### src/rtl/rv_isa_pkg.sv
// Purpose: shared RV32I opcode constants, error codes, encoder state type and field bundle.
// Latency: n/a (declarations only).
// Backpressure: n/a.
// Contents: OP_* opcodes, ERR_* codes, enc_state_t, instr_fields_t, imm_fits() range helper.
package rv_isa_pkg;

  localparam logic [6:0] OP_ITYPE  = 7'h13;
  localparam logic [6:0] OP_LOAD   = 7'h03;
  localparam logic [6:0] OP_JALR   = 7'h67;
  localparam logic [6:0] OP_STORE  = 7'h23;
  localparam logic [6:0] OP_BRANCH = 7'h63;
  localparam logic [6:0] OP_LUI    = 7'h37;
  localparam logic [6:0] OP_JAL    = 7'h6F;
  localparam logic [6:0] OP_RTYPE  = 7'h33;

  localparam logic [1:0] ERR_NONE      = 2'd0;
  localparam logic [1:0] ERR_IMM_RANGE = 2'd1;
  localparam logic [1:0] ERR_BAD_OP    = 2'd2;

  typedef enum logic [1:0] {
    ST_IDLE   = 2'd0,
    ST_ENCODE = 2'd1,
    ST_WRITE  = 2'd2
  } enc_state_t;

  typedef struct packed {
    logic [6:0]  op;
    logic [2:0]  funct3;
    logic [6:0]  funct7;
    logic [4:0]  rd;
    logic [4:0]  rs1;
    logic [4:0]  rs2;
    logic [31:0] imm;
  } instr_fields_t;

  // True when imm[31:msb] are all equal, i.e. the value is representable as a
  // signed (msb+1)-bit number.
  function automatic logic imm_fits(input logic [31:0] imm, input int unsigned msb);
    logic [31:0] upper;
    upper = 32'($signed(imm) >>> msb);
    return (upper == '0) || (upper == '1);
  endfunction

endpackage

### src/rtl/instr_encoder_writer_imm_pack_check.sv
// Purpose: pack a decoded field bundle into an RV32I word and range-check the immediate.
// Latency: purely combinational.
// Backpressure: none; output follows input every cycle.
// Ports: fields_i (field bundle), instr_o (packed word), err_code_o (ERR_NONE / ERR_IMM_RANGE / ERR_BAD_OP).
module imm_pack_check
  import rv_isa_pkg::*;
(
  input  instr_fields_t fields_i,
  output logic [31:0]   instr_o,
  output logic [1:0]    err_code_o
);

  logic [31:0] imm;
  assign imm = fields_i.imm;

  always_comb begin
    instr_o    = '0;
    err_code_o = ERR_NONE;
    case (fields_i.op)
      OP_ITYPE, OP_LOAD, OP_JALR: begin
        instr_o = {imm[11:0], fields_i.rs1, fields_i.funct3, fields_i.rd, fields_i.op};
        if (!imm_fits(imm, 11)) err_code_o = ERR_IMM_RANGE;
      end
      OP_STORE: begin
        instr_o = {imm[11:5], fields_i.rs2, fields_i.rs1, fields_i.funct3, imm[4:0], fields_i.op};
        if (!imm_fits(imm, 11)) err_code_o = ERR_IMM_RANGE;
      end
      OP_BRANCH: begin
        instr_o = {imm[12], imm[10:5], fields_i.rs2, fields_i.rs1, fields_i.funct3,
                   imm[4:1], imm[11], fields_i.op};
        // Branch targets are halfword aligned; bit 0 has no slot in the word.
        if (!imm_fits(imm, 12) || imm[0]) err_code_o = ERR_IMM_RANGE;
      end
      OP_LUI: begin
        // Immediate arrives unshifted: the 20-bit upper value, sign-extended.
        instr_o = {imm[19:0], fields_i.rd, fields_i.op};
        if (!imm_fits(imm, 19)) err_code_o = ERR_IMM_RANGE;
      end
      OP_JAL: begin
        instr_o = {imm[20], imm[10:1], imm[11], imm[19:12], fields_i.rd, fields_i.op};
        if (!imm_fits(imm, 20) || imm[0]) err_code_o = ERR_IMM_RANGE;
      end
      OP_RTYPE: begin
        instr_o = {fields_i.funct7, fields_i.rs2, fields_i.rs1, fields_i.funct3,
                   fields_i.rd, fields_i.op};
      end
      default: err_code_o = ERR_BAD_OP;
    endcase
  end

endmodule

### src/rtl/instr_encoder_writer.sv
// Purpose: encode field bundles into RV32I words and write them sequentially into instruction memory.
// Latency: bundle accepted at edge N, we_o high in cycle N+2; one word every 3 cycles.
// Backpressure: ready_o only in IDLE and not full; deasserted while full_o until start_i.
// Ports: clk/reset (async active-low); start_i restart; valid_i/ready_o + *_i fields in;
//        instr_o/addr_o/we_o memory write port; full_o, err_o, err_code_o, word_count_o status.
module instr_encoder_writer
  import rv_isa_pkg::*;
#(
  parameter int                    ADDR_WIDTH = 8,
  parameter logic [ADDR_WIDTH-1:0] BASE_ADDR  = '0
) (
  input  logic                  clk,
  input  logic                  reset,
  input  logic                  start_i,
  input  logic                  valid_i,
  output logic                  ready_o,
  input  logic [6:0]            op_i,
  input  logic [2:0]            funct3_i,
  input  logic [6:0]            funct7_i,
  input  logic [4:0]            rd_i,
  input  logic [4:0]            rs1_i,
  input  logic [4:0]            rs2_i,
  input  logic [31:0]           imm_i,
  output logic [31:0]           instr_o,
  output logic [ADDR_WIDTH-1:0] addr_o,
  output logic                  we_o,
  output logic                  full_o,
  output logic                  err_o,
  output logic [1:0]            err_code_o,
  output logic [ADDR_WIDTH:0]   word_count_o
);

  localparam logic [ADDR_WIDTH-1:0] LAST_ADDR = '1;

  enc_state_t            state_q, state_d;
  instr_fields_t         fields_q;
  logic [31:0]           instr_q;
  logic [ADDR_WIDTH-1:0] addr_q;
  logic                  full_q;
  logic                  err_q;
  logic [1:0]            code_q;
  logic [ADDR_WIDTH:0]   cnt_q;
  // Holds ready_o low while reset is asserted; set on the first edge after release.
  logic                  run_q;

  logic [31:0] pack_instr;
  logic [1:0]  pack_err;
  logic        accept;

  imm_pack_check u_pack (
    .fields_i   (fields_q),
    .instr_o    (pack_instr),
    .err_code_o (pack_err)
  );

  assign ready_o = run_q && (state_q == ST_IDLE) && !full_q && !start_i;
  assign accept  = valid_i && ready_o;
  // A restart in the WRITE cycle suppresses the strobe so the dropped word never lands.
  assign we_o    = (state_q == ST_WRITE) && !start_i;

  always_comb begin
    state_d = state_q;
    case (state_q)
      ST_IDLE:   if (accept) state_d = ST_ENCODE;
      ST_ENCODE: state_d = (pack_err == ERR_NONE) ? ST_WRITE : ST_IDLE;
      ST_WRITE:  state_d = ST_IDLE;
      default:   state_d = ST_IDLE;
    endcase
    if (start_i) state_d = ST_IDLE;
  end

  always_ff @(posedge clk or negedge reset) begin
    if (!reset) begin
      state_q  <= ST_IDLE;
      fields_q <= '0;
      instr_q  <= '0;
      addr_q   <= BASE_ADDR;
      full_q   <= 1'b0;
      err_q    <= 1'b0;
      code_q   <= ERR_NONE;
      cnt_q    <= '0;
      run_q    <= 1'b0;
    end else begin
      run_q   <= 1'b1;
      state_q <= state_d;
      if (start_i) begin
        addr_q <= BASE_ADDR;
        cnt_q  <= '0;
        full_q <= 1'b0;
        err_q  <= 1'b0;
        code_q <= ERR_NONE;
      end else begin
        case (state_q)
          ST_IDLE: begin
            if (accept) begin
              fields_q <= '{op: op_i, funct3: funct3_i, funct7: funct7_i, rd: rd_i,
                            rs1: rs1_i, rs2: rs2_i, imm: imm_i};
            end
          end
          ST_ENCODE: begin
            if (pack_err == ERR_NONE) begin
              instr_q <= pack_instr;
            end else begin
              err_q  <= 1'b1;
              code_q <= pack_err;
            end
          end
          ST_WRITE: begin
            cnt_q <= cnt_q + (ADDR_WIDTH+1)'(1);
            // Top address is terminal: park there and refuse further words.
            if (addr_q == LAST_ADDR) full_q <= 1'b1;
            else                     addr_q <= addr_q + ADDR_WIDTH'(1);
          end
          default: ;
        endcase
      end
    end
  end

  assign instr_o      = instr_q;
  assign addr_o       = addr_q;
  assign full_o       = full_q;
  assign err_o        = err_q;
  assign err_code_o   = code_q;
  assign word_count_o = cnt_q;

endmodule

### config.mk
export PLATFORM = sky130hd
export DESIGN_NAME = instr_encoder_writer
export DESIGN_NICKNAME = d
export VERILOG_FILES = /design/src/rtl/rv_isa_pkg.sv /design/src/rtl/instr_encoder_writer_imm_pack_check.sv /design/src/rtl/instr_encoder_writer.sv
export SDC_FILE = /design/constraint.sdc
export NUM_CORES = 1
export LEC_CHECK = 0
export ABC_AREA = 1
export CAP_MARGIN = 20
export CORE_MARGIN = 8
export CORE_UTILIZATION = 57
export DETAILED_ROUTE_END_ITERATION = 8
export DONT_BUFFER_PORTS = 1
export HOLD_SLACK_MARGIN = 0.1
export PLACE_DENSITY = 0.72
export SYNTH_ARGS = -nofsm -noshare
export SYNTH_HDL_FRONTEND = slang
export SYNTH_SLANG_ARGS = --single-unit
### constraint.sdc
create_clock -name clk -period 1.8 [get_ports clk]
set_input_delay 0.36 -clock clk [delete_from_list [all_inputs] [get_ports clk]]
set_output_delay 0.36 -clock clk [all_outputs]
set_load 0.01 [all_outputs]
Yosys cells after proc, flatten, opt, wreduce, memory -nomap -nowiden
Index checks and enable logic that the tools add are counted.
{"block": "totals", "mem_bits_rw": 0, "mem_count": 0, "latchBits": 0, "mem_bits_ro": 0, "wordCells": 91, "regBits": 120}
{"block": "op_classes", "bitwise_logic": 1, "n_lt_le_gt_ge": 0, "n_shift": 0, "eq_ne": 18, "n_mux": 24, "div": 0, "reduce_logical": 31, "addsub": 2, "mul": 0}
{"op": "one-hot mux 32 bit (6 select lines)", "count": 1}
{"op": "equality test 32 bit, second input constant", "count": 4}
{"op": "zero test 32 bit", "count": 4}
{"op": "2-to-1 mux 8 bit", "count": 3}
{"op": "equality test 7 x 6 -> 1 bit, second input constant", "count": 3}
{"op": "equality test 7 bit, second input constant", "count": 3}
{"op": "2-to-1 mux 9 bit", "count": 2}
{"op": "2-to-1 mux 2 bit", "count": 6}
{"op": "2-to-1 mux 1 bit", "count": 10}
{"op": "one-hot mux 2 bit (5 select lines)", "count": 1}
{"op": "adder 9 x 1 -> 9 bit, second input constant", "count": 1}
{"op": "adder 8 x 1 -> 8 bit, second input constant", "count": 1}
{"op": "equality test 8 bit, second input constant", "count": 1}
{"op": "equality test 7 x 2 -> 1 bit, second input constant", "count": 1}
{"op": "equality test 7 x 5 -> 1 bit, second input constant", "count": 1}
{"op": "logical OR 1 bit", "count": 6}
{"op": "AND reduction 2 bit", "count": 3}
{"op": "AND reduction 3 bit", "count": 2}
{"op": "nonzero test 2 bit", "count": 3}
{"op": "logical AND 1 bit", "count": 5}
{"op": "zero test 1 bit", "count": 4}
{"op": "zero test 2 bit", "count": 2}
{"op": "inequality test 2 bit, second input constant", "count": 2}
{"op": "one-hot mux 2 bit (2 select lines)", "count": 1}
{"op": "other kinds (6)", "count": 6}

Longest topological paths before layout
{"block": "logic_depth", "ltp_word": 10, "depth_mapped": 13, "mapped_depth_nobuf": 13}

Hierarchy
A second synthesis with hierarchy kept.
{"block": "hier_totals", "hier_cells": 785, "hier_area_um2": 5947.0}
{"module": "instr_encoder_writer", "n_inst": 1, "area_each_um2": 4904.7, "cells_each": 572}
{"module": "imm_pack_check", "n_inst": 1, "area_each_um2": 1042.2, "cells_each": 213}

Worst setup path before layout
OpenSTA, ideal clock, no wires.
{"block": "synth_path", "path_kind": "input-to-reg", "from": "in start_i", "to": "reg fields_q[61] in the netlist's numbering", "required_time_ns": 1.674, "arrival_time_ns": 1.644, "setup_ns": 0.126, "stages": 7, "n_path_buf": 3, "slack_ns": 0.030, "path_cell_list": "buf_2 -> nor3_1 -> nand2_1 -> inv_2 -> buf_2 -> buf_2 -> o21ai_0"}
{"block": "synth_between", "elab_chain_cells": 4}
{"element": "start: declaration", "line": "instr_encoder_writer.sv:14", "text": "input logic start_i,"}
{"element": "zero test 1 bit", "line": "instr_encoder_writer.sv:56", "text": "assign ready_o = run_q && (state_q == ST_IDLE) && !full_q && !start_i;"}
{"element": "logical AND 1 bit", "line": "instr_encoder_writer.sv:56"}
{"element": "named net ready_o", "line": "instr_encoder_writer.sv:16", "text": "output logic ready_o,"}
{"element": "logical AND 1 bit", "line": "instr_encoder_writer.sv:57", "text": "assign accept = valid_i && ready_o;"}
{"element": "AND reduction 3 bit (no source line)"}
{"element": "end signal: assignment", "line": "instr_encoder_writer.sv:96", "text": "fields_q <= '{op: op_i, funct3: funct3_i, funct7: funct7_i, rd: rd_i,"}
{"element": "end: declaration", "line": "instr_encoder_writer.sv:36", "text": "instr_fields_t fields_q;"}
The timed path passes the listed nets, and every way through them passes these cells.
A chain may end at the register's enable or synchronous reset.

Worst setup path in the final report
{"block": "layout_path", "from": "reg fields_q[59] in the netlist's numbering", "to": "reg instr_q[22] (netlist: instr_o[22])"}
{"block": "layout_between", "elab_chain_cells": 5}
{"element": "equality test 7 x 5 -> 1 bit, or another cell as far along", "line": "instr_encoder_writer_imm_pack_check.sv:19", "text": "case (fields_i.op)"}
{"element": "OR reduction 4 bit (no source line)"}
{"element": "one-hot mux 2 bit (5 select lines)", "line": "instr_encoder_writer_imm_pack_check.sv:19"}
{"element": "zero test 2 bit", "line": "instr_encoder_writer.sv:101", "text": "if (pack_err == ERR_NONE) begin"}
{"element": "AND reduction 3 bit (no source line)"}
{"element": "end signal: assignment", "line": "instr_encoder_writer.sv:102", "text": "instr_q <= pack_instr;"}
{"element": "end: declaration", "line": "instr_encoder_writer.sv:37", "text": "logic [31:0] instr_q;"}
Several ways; a longest one is shown, not always the timed one.

==> summary.md <==
| Metric | Value |
|---|---|
| Data arrival time of the critical path | `about 2.3 ns` |
| Final core occ | `80.53%` |
| EDFF count, synth | `0` |
| Synth cell types | `35` |
| Initial antenna violation count | `1` |
| Critical path capture point type | `flip-flop` |
| H-tree depth | `4` |
| Initial Util | `between 50% and 60%` |
| ANT nets after route | `0` |
| Syn Area/Cell | `8.121 sq um` |
| Warning count from the yosys run | `0` |
| Root Driver | `clkbuf_8` |
| HP Class | `primary input to async pin` |
| Asr flop ratio synth | `100.0%` |
| WS Path Type | `flip-flop to flip-flop` |
| Count leader, synth | `nand2_1` |
| Cell area after synthesis | `~5700 sq um` |
| Worst path slowest cell | `dfrtp_1` |
| P&R area growth vs syn | `37.23%` |
| Dominant cell type by area after synthesis | `dfrtp_1` |
| Peak VDD IR | `0.6310 mV` |
| Worst Path Buf+Inv | `5` |
| RSZ-0062 raised after global routing | `true` |
| DR pass1 iterations | `6` |
| Tcrit/Tclk final | `103.8%` |
| Violated checks | `hold timing, setup timing` |
| Tightest hold margin | `-0.4631 ns` |
| CP Cell Sequence | `inv_1 > nand2_1 > nor2_1 > nand2_1 > nand3_2 > nand3_2 > nand2_2 > inv_2 > nand4_4 > buf_12 > buf_12 > nand2_4 > nand2_2 > inv_1` |
| Final Max Slew Viols | `0` |
| CP max FO | `8` |
| PD cells | `991.7 nW/um^2` |
| Hold buffer count at cts | `66` |
| Area of the core region | `9729 sq um` |
| CTS buffer count | `17` |
| Clk_lat worst skew | `0.52 ns` |
| DR vias/cell | `around 5.5` |
| Tmin final | `1.868 ns` |
| CP Launch Type | `flip-flop` |
| Die footprint | `13470 sq um` |
| Crit Reg-Reg Startpoint | `fields_q[59]` |
| Global-route wire length before repair | `roughly 27000 microns` |
| Vias in the first global route | `5322` |
| Cell Area, Placed | `6047 sq um` |
| Sequential-to-total area share from yosys stat | `~53%` |
| Synth top cells by count | `nand2_1, dfrtp_1, inv_1, nor2_1, o21ai_0` |
| HPWL Detailed | `10850 microns` |
| Gpl congestion | `0.8791` |
| FP Rows | `36` |
| Synth Register Bits | `between 100 and 150` |
| Die H | `116.1 microns` |
| Syn nets | `773` |
| Final worst slack | `-0.06753 ns` |
| Max Fclk | `535.5 MHz` |
| Cells after synthesis | `703` |
| Number of port buffers | `0` |
| Max cap viols | `0` |
| Final instance area | `7835 sq um` |
| Die extent in x | `116.1 microns` |
| Clock sink count | `between 100 and 150` |
| Per-cell routed wire length | `18.41 microns` |
| Clk buf depth | `2` |
| Crit. Startpoint | `fields_q[59]` |
| Leakage power | `between 0.003 and 0.004 uW` |
| Max stage delay on crit path | `0.42 ns` |
| GRT Util Overall | `25.97%` |
| # DRC | `0` |
| Top delay family on crit path | `simple AND/OR/NAND/NOR gates` |
| Outcome | `finished with violations` |
| Vias | `5334` |
| Synth Flop Type | `dfrtp_1` |
| GRT Residual Overflow | `0` |
| Layout cells sized above 1 | `23.25%` |
| Reg clk slew, reported paths | `~0.060 ns` |
| Ports | `between 100 and 150` |
| CTS tree | `done` |
| Yosys top cell area share | `52.60%` |
| Dpl ws | `-0.02225 ns` |
| Final Setup Violations | `27` |
| Hold Vio Cnt, Final | `120` |
| Clock Skews | `around 0.0060 ns` |
| CP required | `2.21 ns` |
| Top post-synthesis cells by area | `dfrtp_1, nand2_1, inv_1` |
| DRT Wirelength | `~18000 microns` |
| DR iter-0 viols | `505` |
| Largest net degree at the start of global routing | `121` |
| Final #Nets | `~890` |
area by class of cell:
cell class / count / area, sq um
multi-input combinational: 473 / 2492
inverter: 87 / 336.6
fill: 612 / 1894
clock inverter: 8 / 117.6
antenna: 1 / 2.502
tap: 133 / 166.4
sequential: 120 / 3005
timing repair buffer: 119 / 1227
clock buffer: 23 / 486.7
what timing repair did:
item	CTS	global route
resized for setup	18	77
endpoints found under the setup margin	27	44
setup buffers	10	6
gates cloned	2	4
pin swaps	1	21
endpoints found under the hold margin	189	120
per-stage QoR:
step,TNS (ns),cells,power [uW]
2_1_floorplan,0,703,3772
3_3_place_gp,0,847,4029
3_5_place_dp,-0.1074,847,4068
4_1_cts,-0.4658,955,7656
5_1_grt,-3.397,964,8069
6_report,-0.6598,964,7770
power by group:
part	leakage [uW]	switching, uW	internal [uW]
Clock	0.000300	1190	2280
Combinational	0.00188	587	442
Sequential	0.00154	262	3020
cell usage in the layout (no fill, tap or decap), types with 2 or more instances in the layout:
| cell | Yosys | final |
|---|---|---|
| o21ai_1 | 1 | 2 |
| clkinv_2 | 0 | 4 |
| nand2_2 | 17 | 29 |
| inv_1 | 81 | 72 |
| ha_1 | 2 | 2 |
| nor2_4 | 1 | 3 |
| clkbuf_8 | 0 | 6 |
| a21oi_1 | 18 | 18 |
| o21ai_0 | 55 | 54 |
| nor2_1 | 58 | 47 |
| dfrtp_2 | 0 | 2 |
| nand3_1 | 14 | 10 |
| a211oi_1 | 3 | 3 |
| nand2_4 | 0 | 19 |
| nor3_1 | 6 | 4 |
| dlygate4sd3_1 | 0 | 66 |
| inv_2 | 6 | 13 |
| nor4_1 | 2 | 2 |
| clkbuf_16 | 0 | 20 |
| a21oi_2 | 2 | 2 |
| bufinv_16 | 0 | 3 |
| a22oi_1 | 4 | 4 |
| buf_12 | 0 | 6 |
| o22ai_1 | 14 | 14 |
| buf_4 | 0 | 41 |
| o221ai_1 | 6 | 6 |
| nand3_2 | 0 | 4 |
| nand2_1 | 232 | 201 |
| nor2_2 | 1 | 10 |
| o21ai_2 | 21 | 21 |
| dfrtp_1 | 120 | 118 |
| nand4_1 | 7 | 7 |
routing by layer:
metal | GRT usage, % | vias up | share of wire [%]
met1 | 31.48 | 2610 | 41
li1 | - | 2473 | -
met3 | 8.702 | 33 | 7.9
met2 | 42.43 | 218 | 49
met5 | 0 | - | 0
met4 | 8.902 | 0 | 2.0
state kept, by name (all words and copies together), names as in the netlist:
| signal | cells |
|---|---|
| full_o | 1 |
| word_count_o | 9 |
| addr_o | 8 |
| err_o | 1 |
| fields_q | 64 |
| err_code_o | 2 |
| instr_o | 32 |
| state_q | 2 |
| run_q | 1 |
kinds of logic after synthesis:
group | count (synthesis) | synth area share (%)
DFF | 120 | 52.60
buffers and inverters | 110 | 8.065
and+or+nand+nor | 340 | 24.46
adders and majority gates | 2 | 0.4382
AOI/OAI and AO/OA | 130 | 14.38
other | 1 | 0.06568
worst reg2reg max path, delay by kind of cell, from the launching register on:
family | cells | cell delay (ns)
flops | 1 | 0.42
simple gates | 9 | 0.84
buf+inv | 5 | 0.51
final timing paths:
kind | to | slack (ns) | depth (start not counted)
worst max-delay path | instr_o[22] | -0.07 | 14
worst min-delay path | instr_o[28] | -0.46 | 0
worst max register to register | instr_o[22] | -0.07 | 14
worst min register to register | fields_q[46] | 0.49 | 2
max in group asynchronous | fields_q[62] | 2.11 | 0
min in group clk | word_count_o[0] | 0.20 | 4
(Power assumes the default switching activity.)
